<file path="config.mk">
export PLATFORM = sky130hd
export DESIGN_NAME = dm_mm2s_seq
export DESIGN_NICKNAME = d
export VERILOG_FILES = /design/src/rtl/dm_mm2s_seq.sv
export SDC_FILE = /design/constraint.sdc
export NUM_CORES = 1
export LEC_CHECK = 0
export CAP_MARGIN = 20
export CORE_ASPECT_RATIO = 0.7
export CORE_MARGIN = 2
export CORE_UTILIZATION = 37
export DETAILED_ROUTE_END_ITERATION = 6
export PLACE_DENSITY_LB_ADDON = 0.3
export SETUP_SLACK_MARGIN = 0.05
export SLEW_MARGIN = 25
export SYNTH_ARGS = -nofsm -noshare
export SYNTH_HDL_FRONTEND = slang
export SYNTH_SLANG_ARGS = --single-unit
</file>
<file path="constraint.sdc">
create_clock -name clk_i -period 8.1 [get_ports clk_i]
set_clock_uncertainty 0.2 [all_clocks]
set_input_delay 1.215 -clock clk_i [delete_from_list [all_inputs] [get_ports clk_i]]
set_output_delay 1.215 -clock clk_i [all_outputs]
set_load 0.1 [all_outputs]
</file>
<file path="src/rtl/dm_mm2s_seq.sv">
// dm_mm2s_seq: issues an AXI DataMover MM2S transfer as a stream of
// fixed-size commands and checks every returned status in order.
//
// The transfer is split into chunks of at most CHUNK_BYTES. No more than
// MAX_OUT commands may be waiting for a status at any time. The first bad
// status sets a sticky error. After that the block issues no new commands
// and waits until every outstanding status has come back.
//
// Ports
//   clk_i                    clock, rising edge
//   rst_i                    synchronous reset, active high
//   start_i                  one-cycle request pulse, honoured in IDLE only
//   base_addr_i / total_len_i  byte start address / byte length of transfer
//   busy_o                   high in RUN and DRAIN
//   done_o                   one-cycle completion pulse
//   err_o / err_sts_o        sticky error flag / status byte that caused it
//   m_axis_mm2s_cmd_*        72-bit command stream
//   s_axis_mm2s_sts_*        8-bit status stream (always ready outside reset)
//
// state | meaning
// IDLE  | waiting for start
// RUN   | issuing commands and collecting statuses
// DRAIN | error seen, collecting remaining statuses only

module dm_mm2s_seq #(
    parameter int unsigned CHUNK_BYTES = 4096,
    parameter int unsigned MAX_OUT     = 4
) (
    input  logic        clk_i,
    input  logic        rst_i,
    input  logic        start_i,
    input  logic [31:0] base_addr_i,
    input  logic [31:0] total_len_i,
    output logic        busy_o,
    output logic        done_o,
    output logic        err_o,
    output logic [7:0]  err_sts_o,
    output logic [71:0] m_axis_mm2s_cmd_tdata_o,
    output logic        m_axis_mm2s_cmd_tvalid_o,
    input  logic        m_axis_mm2s_cmd_tready_i,
    input  logic [7:0]  s_axis_mm2s_sts_tdata_i,
    input  logic        s_axis_mm2s_sts_tvalid_i,
    output logic        s_axis_mm2s_sts_tready_o
);

    typedef enum logic [1:0] {S_IDLE, S_RUN, S_DRAIN} state_t;

    localparam logic [22:0] CHUNK_BTT = 23'(CHUNK_BYTES);
    localparam logic [3:0]  MAX_C     = 4'(MAX_OUT);

    state_t      state_q, state_d;
    logic [31:0] addr_q, addr_d;
    logic [31:0] rem_q, rem_d;
    logic [3:0]  tag_q, tag_d;
    logic [3:0]  exp_q, exp_d;
    logic [3:0]  out_q, out_d;
    logic        err_q, err_d;
    logic [7:0]  err_sts_q, err_sts_d;
    logic        done_q, done_d;
    logic        busy_q, busy_d;
    logic        cmd_valid_q, cmd_valid_d;
    logic [71:0] cmd_data_q, cmd_data_d;
    logic        sts_ready_q;

    logic        cmd_hs, sts_hs, sts_ok, pending, draining;
    logic [22:0] btt_now;

    function automatic logic [22:0] btt_of(input logic [31:0] rem);
        return (rem > {9'd0, CHUNK_BTT}) ? CHUNK_BTT : rem[22:0];
    endfunction

    always_comb begin
        state_d   = state_q;
        addr_d    = addr_q;
        rem_d     = rem_q;
        tag_d     = tag_q;
        exp_d     = exp_q;
        out_d     = out_q;
        err_d     = err_q;
        err_sts_d = err_sts_q;
        done_d    = 1'b0;
        draining  = 1'b0;

        cmd_hs  = cmd_valid_q & m_axis_mm2s_cmd_tready_i;
        sts_hs  = s_axis_mm2s_sts_tvalid_i & sts_ready_q;
        // An offered command must stay offered until it is taken, even if an
        // error arrives meanwhile.
        pending = cmd_valid_q & ~m_axis_mm2s_cmd_tready_i;
        btt_now = btt_of(rem_q);
        sts_ok  = s_axis_mm2s_sts_tdata_i[7] &&
                  (s_axis_mm2s_sts_tdata_i[6:4] == 3'd0) &&
                  (s_axis_mm2s_sts_tdata_i[3:0] == exp_q);

        case (state_q)
            S_IDLE: begin
                if (start_i) begin
                    addr_d    = base_addr_i;
                    rem_d     = total_len_i;
                    tag_d     = 4'd0;
                    exp_d     = 4'd0;
                    out_d     = 4'd0;
                    err_d     = 1'b0;
                    err_sts_d = 8'd0;
                    if (total_len_i == 32'd0) begin
                        done_d = 1'b1;
                    end else begin
                        state_d = S_RUN;
                    end
                end
            end
            default: begin
                if (cmd_hs) begin
                    addr_d = addr_q + {9'd0, btt_now};
                    rem_d  = rem_q - {9'd0, btt_now};
                    tag_d  = tag_q + 4'd1;
                end
                if (cmd_hs && !sts_hs) begin
                    out_d = out_q + 4'd1;
                end else if (!cmd_hs && sts_hs && out_q != 4'd0) begin
                    out_d = out_q - 4'd1;
                end
                if (sts_hs) begin
                    exp_d = exp_q + 4'd1;
                    if (!sts_ok && !err_q) begin
                        err_d     = 1'b1;
                        err_sts_d = s_axis_mm2s_sts_tdata_i;
                    end
                end
                draining = (state_q == S_DRAIN) || (sts_hs && !sts_ok);
                if (!draining) begin
                    if (rem_d == 32'd0 && out_d == 4'd0) begin
                        done_d  = 1'b1;
                        state_d = S_IDLE;
                    end
                end else if (out_d == 4'd0 && !pending) begin
                    done_d  = 1'b1;
                    state_d = S_IDLE;
                end else begin
                    state_d = S_DRAIN;
                end
            end
        endcase

        cmd_valid_d = pending ||
                      (state_d == S_RUN && rem_d != 32'd0 && out_d < MAX_C);
        cmd_data_d  = pending ? cmd_data_q :
                      {4'h0, tag_d, addr_d, 1'b0, 1'b1, 6'h0, 1'b1, btt_of(rem_d)};
        busy_d      = (state_d != S_IDLE);
    end

    always_ff @(posedge clk_i) begin
        if (rst_i) begin
            state_q     <= S_IDLE;
            addr_q      <= 32'd0;
            rem_q       <= 32'd0;
            tag_q       <= 4'd0;
            exp_q       <= 4'd0;
            out_q       <= 4'd0;
            err_q       <= 1'b0;
            err_sts_q   <= 8'd0;
            done_q      <= 1'b0;
            busy_q      <= 1'b0;
            cmd_valid_q <= 1'b0;
            cmd_data_q  <= 72'd0;
            sts_ready_q <= 1'b0;
        end else begin
            state_q     <= state_d;
            addr_q      <= addr_d;
            rem_q       <= rem_d;
            tag_q       <= tag_d;
            exp_q       <= exp_d;
            out_q       <= out_d;
            err_q       <= err_d;
            err_sts_q   <= err_sts_d;
            done_q      <= done_d;
            busy_q      <= busy_d;
            cmd_valid_q <= cmd_valid_d;
            cmd_data_q  <= cmd_data_d;
            sts_ready_q <= 1'b1;
        end
    end

    assign busy_o                   = busy_q;
    assign done_o                   = done_q;
    assign err_o                    = err_q;
    assign err_sts_o                = err_sts_q;
    assign m_axis_mm2s_cmd_tdata_o  = cmd_data_q;
    assign m_axis_mm2s_cmd_tvalid_o = cmd_valid_q;
    assign s_axis_mm2s_sts_tready_o = sts_ready_q;

endmodule
</file>
; ---- Yosys cells after proc, flatten, opt, wreduce, memory -nomap -nowiden
; Index checks and enable logic that the tools add are counted.
[word_totals]
output_inout_bits = 85
in_bits = 77
register_bits = 152
word_cells = 101
[classes]
bitwise = 4
n_addsub = 6
n_lt_le_gt_ge = 3
n_mux = 41
reduce_logical = 30
eq_ne = 4
[op_table]
columns = op, n
row1 = 32-bit two-way mux, 7
row2 = "32-bit by 13-bit greater-than comparator with 1-bit output, second input constant", 2
row3 = 32-bit zero test, 2
row4 = 23-bit two-way mux, 2
row5 = 4-bit two-way mux, 11
row6 = 32-bit by 23-bit adder with 32-bit output, 1
row7 = 8-bit two-way mux, 4
row8 = 32-bit nonzero test, 1
row9 = 32-bit by 23-bit subtractor with 32-bit output, 1
row10 = "4-bit by 1-bit adder with 4-bit output, second input constant", 3
row11 = 2-bit two-way mux, 6
row12 = 1-bit logical AND, 11
row13 = 1-bit two-way mux, 11
row14 = 2-bit nonzero test, 3
row15 = 1-bit zero test, 5
row16 = 4-bit == test, 1
row17 = 4-bit zero test, 1
row18 = "4-bit by 3-bit less-than comparator with 1-bit output, second input constant", 1
row19 = 4-bit nonzero test, 1
row20 = "4-bit by 1-bit subtractor with 4-bit output, second input constant", 1
row21 = 1-bit bitwise AND, 3
row22 = 3-bit zero test, 1
row23 = 3-bit AND reduction, 1
row24 = "2-bit by 1-bit == test with 1-bit output, second input constant", 1
row25 = 6 further kinds, 7

; ---- Longest topological paths before layout
; Gate-level depths: netlist (run 1).
[logic_depth]
ltp_word = 16
depth_mapped = 20
depth_no_buf = 16

; ---- Least setup slack after synthesis (run 1)
; OpenSTA, ideal clock, no wires.
[synth_path]
path_kind = register to register
from = register rem_q[25]
to = register cmd_data_q[60], in the netlist m_axis_mm2s_cmd_tdata_o[60]
path_stages_with_launch = 19
slack_ps = 3044
required_ps = 7830
arrival_time_ps = 4786
period_less_slack_ps = 5056
n_path_buf = 4
setup_time_ps = 70
cell_sequence = dfxtp_1 clkbuf_1 or3_1 clkbuf_1 or2_1 clkbuf_1 nor3_2 clkbuf_1 and2_1 ha_1 a211oi_1 o21bai_1 a221o_1 a31o_2 a221o_1 a2111o_1 nand4_1 or4b_2 a21oi_1
[synth_via]
elab_chain_len = 5
[synth_rtl]
columns = item, line_no
row1 = from (decl), 53  ; logic [31:0] rem_q, rem_d;
row2 = from (signal assigned), 169  ; rem_q <= rem_d;
row3 = 32-bit by 13-bit greater-than comparator with 1-bit output, 69  ; return (rem > {9'd0, CHUNK_BTT}) ? CHUNK_BTT : rem[22:0];
row4 = 23-bit two-way mux, 69
row5 = 32-bit by 23-bit adder with 32-bit output, 113  ; addr_d = addr_q + {9'd0, btt_now};
row6 = 32-bit two-way mux, 112  ; if (cmd_hs) begin
row7 = 32-bit two-way mux, 94  ; case (state_q)
row8 = to (signal assigned), 178  ; cmd_data_q <= cmd_data_d;
row9 = to (decl), 62  ; logic [71:0] cmd_data_q, cmd_data_d;
; No other way between the ends.
; A chain may end at the register's enable or synchronous reset.

; ---- Worst setup path after layout (run 1)
[layout_path]
from = register rem_q[14]
to = register cmd_data_q[60], in the netlist m_axis_mm2s_cmd_tdata_o[60]
[layout_via]
elab_chain_len = 5
[layout_rtl]
columns = item, line_no
row1 = 32-bit by 13-bit greater-than comparator with 1-bit output, 69
row2 = 23-bit two-way mux *, 69
row3 = 32-bit by 23-bit adder with 32-bit output *, 113
row4 = 32-bit two-way mux *, 112
row5 = 32-bit two-way mux *, 94
; Mark *: on every way between the ends. The rest lies on a longest branch, timed or not.

==> metrics.txt, run 1 <==
Initial Util=0.380; final worst path period share=0.750; status=completed; nets@finish=1389; most common library cells after synthesis=dfxtp_1 (151), nor2_1 (141), nand2_1 (102); Core Rows=47; IO buf count=150; worst hold start=m_axis_mm2s_cmd_tdata_o[2]; largest net degree at the start of global routing=54; Crit Reg-Reg Endpoint=m_axis_mm2s_cmd_tdata_o[60]; mux contribution to synthesized area=0.0145; Clock power frac=0.345; most frequent cell after synthesis=dfxtp_1; clk slew on worst S/H paths=70 ps; Post-Place Worst Slack=2220 ps; sw frac=0.375; Resized Gates After CTS=0; Layout Cells excl Fill=1614; gpl congestion=1.01; layout cells sized above 1=0.0602; All-Layer GR Usage=0.249; Startpoint Class=register; total gr overflow=0; clk sink count=151; Area Growth Syn to Fin=25.5%; minimum clock period after layout=6070 ps; Rel. slew slack=0.312; Synth warnings=0; worst r2r path cells=14; Ant. Diodes=0; final worst setup slack=2030 ps; initial antenna violation count=1; critical path fanouts, max=14; HP Class=register to register; pwr dens=216 nW/um2; RSZ-0062 raised after global routing=no; Yosys reg bits=151; Cells after Synth=1176; core area=23900 um2; f_max=165 MHz; total number of vias=9583; register share of total power=0.346; Critical Path Max Stage Delay=830 ps; cell internal pwr=1540 uW; cts bufs inserted=17; Hold Path Sink=m_axis_mm2s_cmd_tdata_o[2]; 1st-pass router iterations=7; clock root cell=clkbuf_16; worst skew pair latency=450 ps; # placed instances=1581; Leak=0.00441 uW; CTS Buffer Depth=2; number of global-route vias before repair=8827; Max Cap Violations=0; Psw=923 uW; top cell type's share of synthesized area=0.334; ys async rst share=0; initial drt markers=1145; Post-Syn Area=9060 um2; reg2reg start=rem_q[14]; Post-Synth XOR/XNOR Area=0.0280; post-synth cell types=87; # H-tree levels=4; post-route setup TNS=0 ps; drt total wl=32.1 mm; Logic pwr share=0.309; first-pass GRT wire length=49.9 mm; largest family of logic cells by synthesized area=simple AND/OR/NAND/NOR gates; Data required, critical path=8280 ps; WL/cell=19.9 um; Synth area leaders=dfxtp_1 (33%), nor2_1 (5.8%), nand2_1 (4.2%); crit path cell chain=nor3_1 -> nand4_1 -> nor3_2 -> and2_1 -> ha_1 -> nor2b_1 -> o31ai_1 -> a21oi_1 -> a31o_2 -> a221o_1 -> a2111o_1 -> nand4_1 -> or4b_2 -> a21oi_1; CP bufs+invs=0; critical path type=register to register; Max VDD drop=0.161 mV; sequential element share of the synthesized area=0.334; postcts setup bufs=0; Reg2Reg Setup Slack=2030 ps; Main synth FF type=dfxtp_1; worst slew pin tran=1020 ps; Detail Route Antenna Nets=0; synthesized area per cell=7.71 um2; hold_buf cts=0; critical path arrival=6250 ps; Worst Setup End Kind=register; EDFF count, synth=0; Synth Area in Simple Gates=0.280; Crit-path slowest cell=nor3_2; DIE HEIGHT=135 um; total die area=25800 um2; Post-Synth Adder-Cell Area=0.0409; I/O Pins=162; Finish-stage setup viols=0; Compound-Gate Fraction of Synth Area=0.247; fin. max-slew vios=0; delay-heaviest family, CP=simple AND/OR/NAND/NOR gates; TritonCTS clock tree=yes; hold path cells=2; area leader, netlist=dfxtp_1; DIE WIDTH=191 um; final hold vios=0; Residual DRC=0; via-per-instance ratio=5.94; DP HPWL=23.3 mm; worst hold slack=251 ps
power by group through the flow:
stage,logic [uW],registers [uW],clock network (uW)
floorplan,403,995,0
CTS,742,850,863
finish,760,853,849
detailed placement,738,866,0
global route,813,859,896
global placement,743,865,0
worst max-delay path by stage:
stage / slack [ps] / endpoint / start / cells past startpoint
6_report: 2030 / m_axis_mm2s_cmd_tdata_o[60] / rem_q[14] / 14
5_1_grt: 1730 / m_axis_mm2s_cmd_tdata_o[60] / rem_q[15] / 14
4_1_cts: 2170 / m_axis_mm2s_cmd_tdata_o[60] / rem_q[14] / 14
3_5_place_dp: 2220 / m_axis_mm2s_cmd_tdata_o[60] / rem_q[14] / 14
3_3_place_gp: 2340 / m_axis_mm2s_cmd_tdata_o[60] / rem_q[14] / 14
2_1_floorplan: 3040 / m_axis_mm2s_cmd_tdata_o[60] / rem_q[25] / 18
final cells by class:
cell class                      count  area (um2)
Fill cell                        2347       12500
Clock inverter                     12         163
Tap cell                          318         398
Clock buffer                       20         457
Sequential cell                   151        3020
Multi-Input combinational cell    924        5620
Timing Repair Buffer              163        1620
Inverter                           26        97.6
worst min-delay path, delay by kind of cell, from the launching register on:
family / cells / cell delay [ps]
AOI/OAI and AO/OA: 1 / 50
and+or+nand+nor: 1 / 50
DFF: 1 / 310
state kept, by name (all words and copies together) (netlist names):
signal                    count
out_q                         4
rem_q                        32
tag_q                         4
exp_q                         4
state_q                       2
s_axis_mm2s_sts_tready_o      1
addr_q                       32
busy_o                        1
err_sts_o                     8
err_o                         1
m_axis_mm2s_cmd_tdata_o      60
m_axis_mm2s_cmd_tvalid_o      1
done_o                        1
cells by family after synthesis:
kind of cell | after synthesis
and+or+nand+nor | 502
buffers and inverters | 121
xor gates and xnor gates | 29
DFF | 151
AOI/OAI and AO/OA | 329
other | 2
muxes | 13
adders and majority gates | 29
placed cells by master, fill, tap and decap left out, types with 9 or more instances in the layout:
cell,n
o31ai_1,9
xnor2_1,15
nand2_1,102
and2_1,17
dfxtp_1,151
nand3_1,40
nor2_1,139
a22o_1,11
xor2_1,14
nor3_1,45
or2_2,10
o21ai_0,51
o21ai_1,14
clkbuf_16,17
inv_1,25
o22ai_1,19
mux2i_1,12
or3_1,15
and3_1,27
o211ai_1,12
buf_4,13
or4_1,10
nand2b_1,10
nor4_1,26
a211oi_1,17
clkdlybuf4s50_1,149
a31oi_1,18
a21oi_1,72
nand4_1,23
ha_1,28
conb_1,22
per-stage QoR:
stage	power [uW]	utilization	cell area, um2
CTS	2460	0.475	11300
global route	2570	0.476	11400
detailed placement	1600	0.449	10700
finish	2460	0.476	11400
floorplan	1400	-	9140
global placement	1610	0.449	10700
per-layer routing:
| layer | part of all wire | global-route usage | vias to the layer above |
|---|---|---|---|
| met1 | 0.47 | 0.366 | 4444 |
| met3 | 0.12 | 0.0834 | 55 |
| met2 | 0.39 | 0.345 | 541 |
| met5 | 0.00041 | 0 | - |
| met4 | 0.020 | 0.0637 | 2 |
| li1 | - | - | 4541 |
Power figures use the tool's default switching activity.
==> run 2: changes to the inputs <==
==> constraint.sdc (replaced) <==
create_clock -name clk_i -period 6 [get_ports clk_i]
set_clock_uncertainty 0.2 [all_clocks]
set_input_delay 0.9 -clock clk_i [delete_from_list [all_inputs] [get_ports clk_i]]
set_output_delay 0.9 -clock clk_i [all_outputs]
set_load 0.1 [all_outputs]
==> run 2 against run 1 <==
Critical path depth rose by 1. Largest power group is now clock. First-iteration DRC count is 5.0% lower. Sequential share of layout area is 0.37 points lower.
==> metrics.txt, run 2 (same netlist as run 1, synthesis figures left out) <==
core area=23900 um2 (unchanged); layout cells sized above 1=0.0759 (+0.0157); clk sink count=151 (unchanged); drt total wl=33.7 mm (+5.0%); Leak=0.00451 uW (+2.3%); number of global-route vias before repair=9005 (+2.0%); IO buf count=150 (unchanged); total number of vias=9665 (+0.86%); status=completed; Total Power=3390 uW (+37%); crit path cell chain=or4_1 -> or2_1 -> nor3_2 -> buf_4 -> and2_1 -> ha_1 -> nor2b_1 -> o31ai_1 -> a21oi_1 -> a31o_2 -> a221o_1 -> a2111o_1 -> nand4_1 -> or4b_2 -> a21oi_1; critical path type=register to register; RSZ-0062 raised after global routing=no; delay-heaviest family, CP=simple AND/OR/NAND/NOR gates; Core Rows=47 (unchanged); Startpoint Class=register; hold_buf cts=0 (unchanged); Worst Setup End Kind=register; clock root cell=clkbuf_16; Finish-stage setup viols=0 (unchanged); worst slew pin tran=1040 ps (+17.3 ps); critical path arrival=5410 ps (-840 ps); first-pass GRT wire length=51.6 mm (+3.5%); Ant. Diodes=0 (unchanged); Resized Gates After CTS=0 (unchanged); Psw=1290 uW (+40%); Clock power frac=0.346 (about the same); cell internal pwr=2090 uW (+36%); 1st-pass router iterations=6 (-1); largest net degree at the start of global routing=61 (+13%); Rel. slew slack=0.299 (-0.0127); Crit-path slowest cell=or4_1; nets@finish=1410 (+1.5%); CP bufs+invs=1 (+1); f_max=191 MHz (+16%); commonest cells after routing, fill and taps aside=dfxtp_1 (151), clkdlybuf4s50_1 (149), nor2_1 (139); commonest non-fill, non-tap cell in the layout=dfxtp_1; initial drt markers=1088 (-5.0%); final worst path period share=0.873 (+0.124); pwr dens=293 nW/um2 (+36%); Max VDD drop=0.212 mV (+32%); via-per-instance ratio=5.91 (-0.44%); sw frac=0.382 (+0.00752); register share of total power=0.341 (-0.005); final hold vios=0 (unchanged); gpl congestion=1.03 (+2.6%); cts bufs inserted=17 (unchanged); HP Class=register to register; worst skew pair latency=440 ps (about the same); max reg flops=60 (unchanged); total gr overflow=0 (unchanged); Area Growth Syn to Fin=27.3%; CTS Buffer Depth=2 (unchanged); post-route setup TNS=0 ps (unchanged); Critical Path Max Stage Delay=610 ps (-220 ps); fin. max-slew vios=0 (unchanged); Initial Util=0.380 (unchanged); I/O Pins=162 (unchanged); Data required, critical path=6170 ps (-2110 ps); critical path fanouts, max=13 (-1); DIE HEIGHT=135 um (unchanged); Max Cap Violations=0 (unchanged); TritonCTS clock tree=yes; Logic pwr share=0.313 (+0.004); WL/cell=20.6 um (+3.7%); DP HPWL=24.6 mm (+5.3%); # H-tree levels=4 (unchanged); clk slew on worst S/H paths=80 ps (about the same); total die area=25800 um2 (unchanged); minimum clock period after layout=5240 ps (-834 ps); initial antenna violation count=1 (unchanged); CP most frequent cell=a21oi_1; postcts setup bufs=0 (unchanged); DIE WIDTH=191 um (unchanged); All-Layer GR Usage=0.261 (+0.0114); Residual DRC=0 (unchanged); Detail Route Antenna Nets=0 (unchanged)
-- run 2: area by class of cell --
type | count | area, um2
Fill cell | 2324 | 12300
Multi-Input combinational cell | 924 | 5620
Sequential cell | 151 | 3020
Timing Repair Buffer | 184 | 1770
Clock buffer | 18 | 439
Tap cell | 318 | 398
Clock inverter | 14 | 185
Inverter | 26 | 97.6
-- run 2: tightest hold or removal path, delay by kind of cell, from the launching register on --
| kind | cells | cell delay (ps) |
|---|---|---|
| flip-flops | 1 | 310 |
| AND/OR/NAND/NOR | 1 | 50 |
| AO/OA/AOI/OAI | 1 | 50 |
-- run 2: routing by layer --
layer  routed length (um)  GRT usage  up-vias
met5                   13          0        -
met4                  892     0.0876        2
met3                 4120     0.0998       66
met2                12900      0.347      523
met1                15700      0.378     4504
li1                     -          -     4570
-- run 2: final timing paths --
path | startpoint | to | slack [ps] | cells after the start
worst max-delay path | rem_q[29] | m_axis_mm2s_cmd_tdata_o[60] | 760 | 15
worst min-delay path | m_axis_mm2s_cmd_tdata_o[4] | m_axis_mm2s_cmd_tdata_o[4] | 250 | 2
worst max register to register | rem_q[29] | m_axis_mm2s_cmd_tdata_o[60] | 760 | 15
worst min register to register | m_axis_mm2s_cmd_tdata_o[4] | m_axis_mm2s_cmd_tdata_o[4] | 250 | 2
-- run 2: power by group through the flow --
stage / clock (uW) / combinational, uW / sequential, uW
global placement: 0 / 1040 / 1170
floorplan: 0 / 544 / 1340
CTS: 1190 / 1030 / 1150
global route: 1230 / 1120 / 1160
detailed placement: 0 / 1030 / 1170
finish: 1170 / 1060 / 1150
-- run 2: through the flow --
step / utilization / instance area [um2] / setup WS (ps) / std cells / hold slack, ps
2_1_floorplan: - / 9140 / 944 / 1196 / 293
4_1_cts: 0.482 / 11500 / 811 / 1634 / 252
3_3_place_gp: 0.456 / 10900 / 934 / 1602 / 241
5_1_grt: 0.483 / 11500 / 502 / 1635 / 268
6_report: 0.483 / 11500 / 760 / 1635 / 250
3_5_place_dp: 0.456 / 10900 / 824 / 1602 / 243
==> run 3: changes to the inputs <==
==> constraint.sdc (replaced) <==
create_clock -name clk_i -period 4.4 [get_ports clk_i]
set_clock_uncertainty 0.2 [all_clocks]
set_input_delay 0.66 -clock clk_i [delete_from_list [all_inputs] [get_ports clk_i]]
set_output_delay 0.66 -clock clk_i [all_outputs]
set_load 0.1 [all_outputs]
==> run 3 against run 2 <==
The flow now finishes with violations (negative setup slack). Sequential power rose by 34%. Die area did not move. Clock-buffer cell count rose by 5. Flip-flop and latch count did not move. Critical path depth fell by 1. Via count rose by 6.3%.
==> metrics.txt, run 3 (same netlist as run 1, synthesis figures left out) <==
total number of vias=10300 (+6.3%); Leak=0.00528 uW (+17%); CP most frequent cell=a221o_1; RSZ-0062 raised after global routing=yes; CTS Buffer Depth=2 (unchanged); initial antenna violation count=0 (-1); Detail Route Antenna Nets=0 (unchanged); nets@finish=1552 (+10%); cts bufs inserted=17 (unchanged); drt total wl=37.1 mm (+10%); largest net degree at the start of global routing=66 (+8.2%); Core Rows=47 (unchanged); critical path arrival=4700 ps (-710 ps); met2 wire len=15.0 mm (+16%); DIE HEIGHT=135 um (unchanged); met1 WL=17.1 mm (+8.8%); CP bufs+invs=1 (unchanged); 1st-pass router iterations=6 (unchanged); critical path depth=14 (-1); fin. max-slew vios=0 (unchanged); hold path cells=2 (unchanged); WL/cell=20.9 um (+1.3%); commonest cells after routing, fill and taps aside=buf_4 (173), dfxtp_1 (149), clkdlybuf4s50_1 (149); max reg flops=60 (unchanged); Max Cap Violations=0 (unchanged); clk sink count=151 (unchanged); Crit-path slowest cell=or4_4; TritonCTS clock tree=yes; Residual DRC=0 (unchanged); minimum clock period after layout=4540 ps (-701 ps); IO buf count=150 (unchanged); Max VDD drop=0.272 mV (+28%); Worst Setup End Kind=register; final worst setup slack=-139 ps (-899 ps); core area=23900 um2 (unchanged); Finish-stage setup viols=7 (+7); gpl congestion=0.997 (-3.4%); Area Growth Syn to Fin=42.8%; Data required, critical path=4560 ps (-1610 ps); total die area=25800 um2 (unchanged); pwr dens=375 nW/um2 (+28%); crit path cell chain=or4_4 -> or2_4 -> buf_4 -> or3_1 -> ha_1 -> o21ai_2 -> nor2_1 -> a221o_1 -> a31o_2 -> a221o_1 -> a2111o_1 -> nand4_1 -> or4b_4 -> a21oi_2; worst hold slack=244 ps (-5.42 ps); CP Launch Point=rem_q[30]; final design utilization=0.542 (+0.0588); Total Power=4860 uW (+43%); # H-tree levels=4 (unchanged); final hold vios=0 (unchanged); Startpoint Class=register; violated checks=negative setup slack; total gr overflow=0 (unchanged); clock root cell=clkbuf_16; Rel. slew slack=0.299 (about the same); initial drt markers=1174 (+7.9%); Ant. Diodes=0 (unchanged); final worst path period share=1.03 (+0.158); worst slew pin tran=1050 ps (+6.60 ps); layout cells sized above 1=0.201 (+0.125); Post-Place Worst Slack=-247 ps (-1070 ps); All-Layer GR Usage=0.280 (+0.0199); HP Class=register to register; DP HPWL=27.1 mm (+10%); critical path fanouts, max=4 (-9); f_max=220 MHz (+15%); Initial Util=0.380 (unchanged); delay-heaviest family, CP=simple AND/OR/NAND/NOR gates; WL met3=4.34 mm (+5.3%); number of global-route vias before repair=9540 (+5.9%); status=finished, violations left; clk slew on worst S/H paths=70 ps (about the same); via-per-instance ratio=5.78 (-2.2%); worst hold start=m_axis_mm2s_cmd_tdata_o[4]; critical path type=register to register; Critical Path Max Stage Delay=510 ps (-100 ps); DR top layer=met4; reg2reg start=rem_q[30]; DIE WIDTH=191 um (unchanged); worst r2r path cells=14 (-1); first-pass GRT wire length=55.1 mm (+6.7%); I/O Pins=162 (unchanged); commonest non-fill, non-tap cell in the layout=buf_4; worst skew pair latency=440 ps (about the same)
[run 3: layer usage]
layer | vias up | global-route usage
met2 | 535 | 0.384
li1 | 4868 | -
met3 | 75 | 0.0936
met5 | - | 0
met4 | 0 | 0.0726
met1 | 4799 | 0.415
[run 3: worst register-to-register path, cell delays in order, from the launching register on]
cell	delay [ps]
dfxtp_2	320
or4_4	510
or2_4	280
buf_4	140
or3_1	360
ha_1	360
o21ai_2	180
nor2_1	80
a221o_1	300
a31o_2	250
a221o_1	340
a2111o_1	430
nand4_1	110
or4b_4	470
a21oi_2	130
[run 3: through the flow]
stage | instances | setup TNS [ps] | instance area [um2]
floorplan | 1196 | -1270 | 9230
global placement | 1729 | -2570 | 11900
detailed placement | 1729 | -1970 | 11900
CTS | 1767 | -254 | 12600
global route | 1777 | -2140 | 12900
finish | 1777 | -457 | 12900
[run 3: final timing paths]
kind / to / slack (ps)
setup / recovery: m_axis_mm2s_cmd_tdata_o[60] / -140
hold / removal: m_axis_mm2s_cmd_tdata_o[4] / 240
setup reg to reg: m_axis_mm2s_cmd_tdata_o[60] / -140
hold reg to reg: m_axis_mm2s_cmd_tdata_o[4] / 240
[run 3: cell type report]
| class | instances | area [um2] |
|---|---|---|
| tap | 318 | 398 |
| timing repair buffer | 326 | 2860 |
| clock buffer | 23 | 498 |
| clock inverter | 9 | 113 |
| fill | 2277 | 10900 |
| sequential | 151 | 3030 |
| inverter | 26 | 97.6 |
| multi-input combinational | 924 | 5950 |
[run 3: where the power goes]
part | leakage (uW) | internal [uW] | switching, uW
combinational | 0.00374 | 657 | 1120
clock | 0.000300 | 916 | 630
sequential | 0.00124 | 1470 | 71.2
[run 3: repair_timing]
item	in CTS	in global routing
setup endpoints to repair	35	50
buffers inserted	6	9
pin swaps	14	22
resized for setup	14	45
hold buffers	0	0
gates cloned	0	0
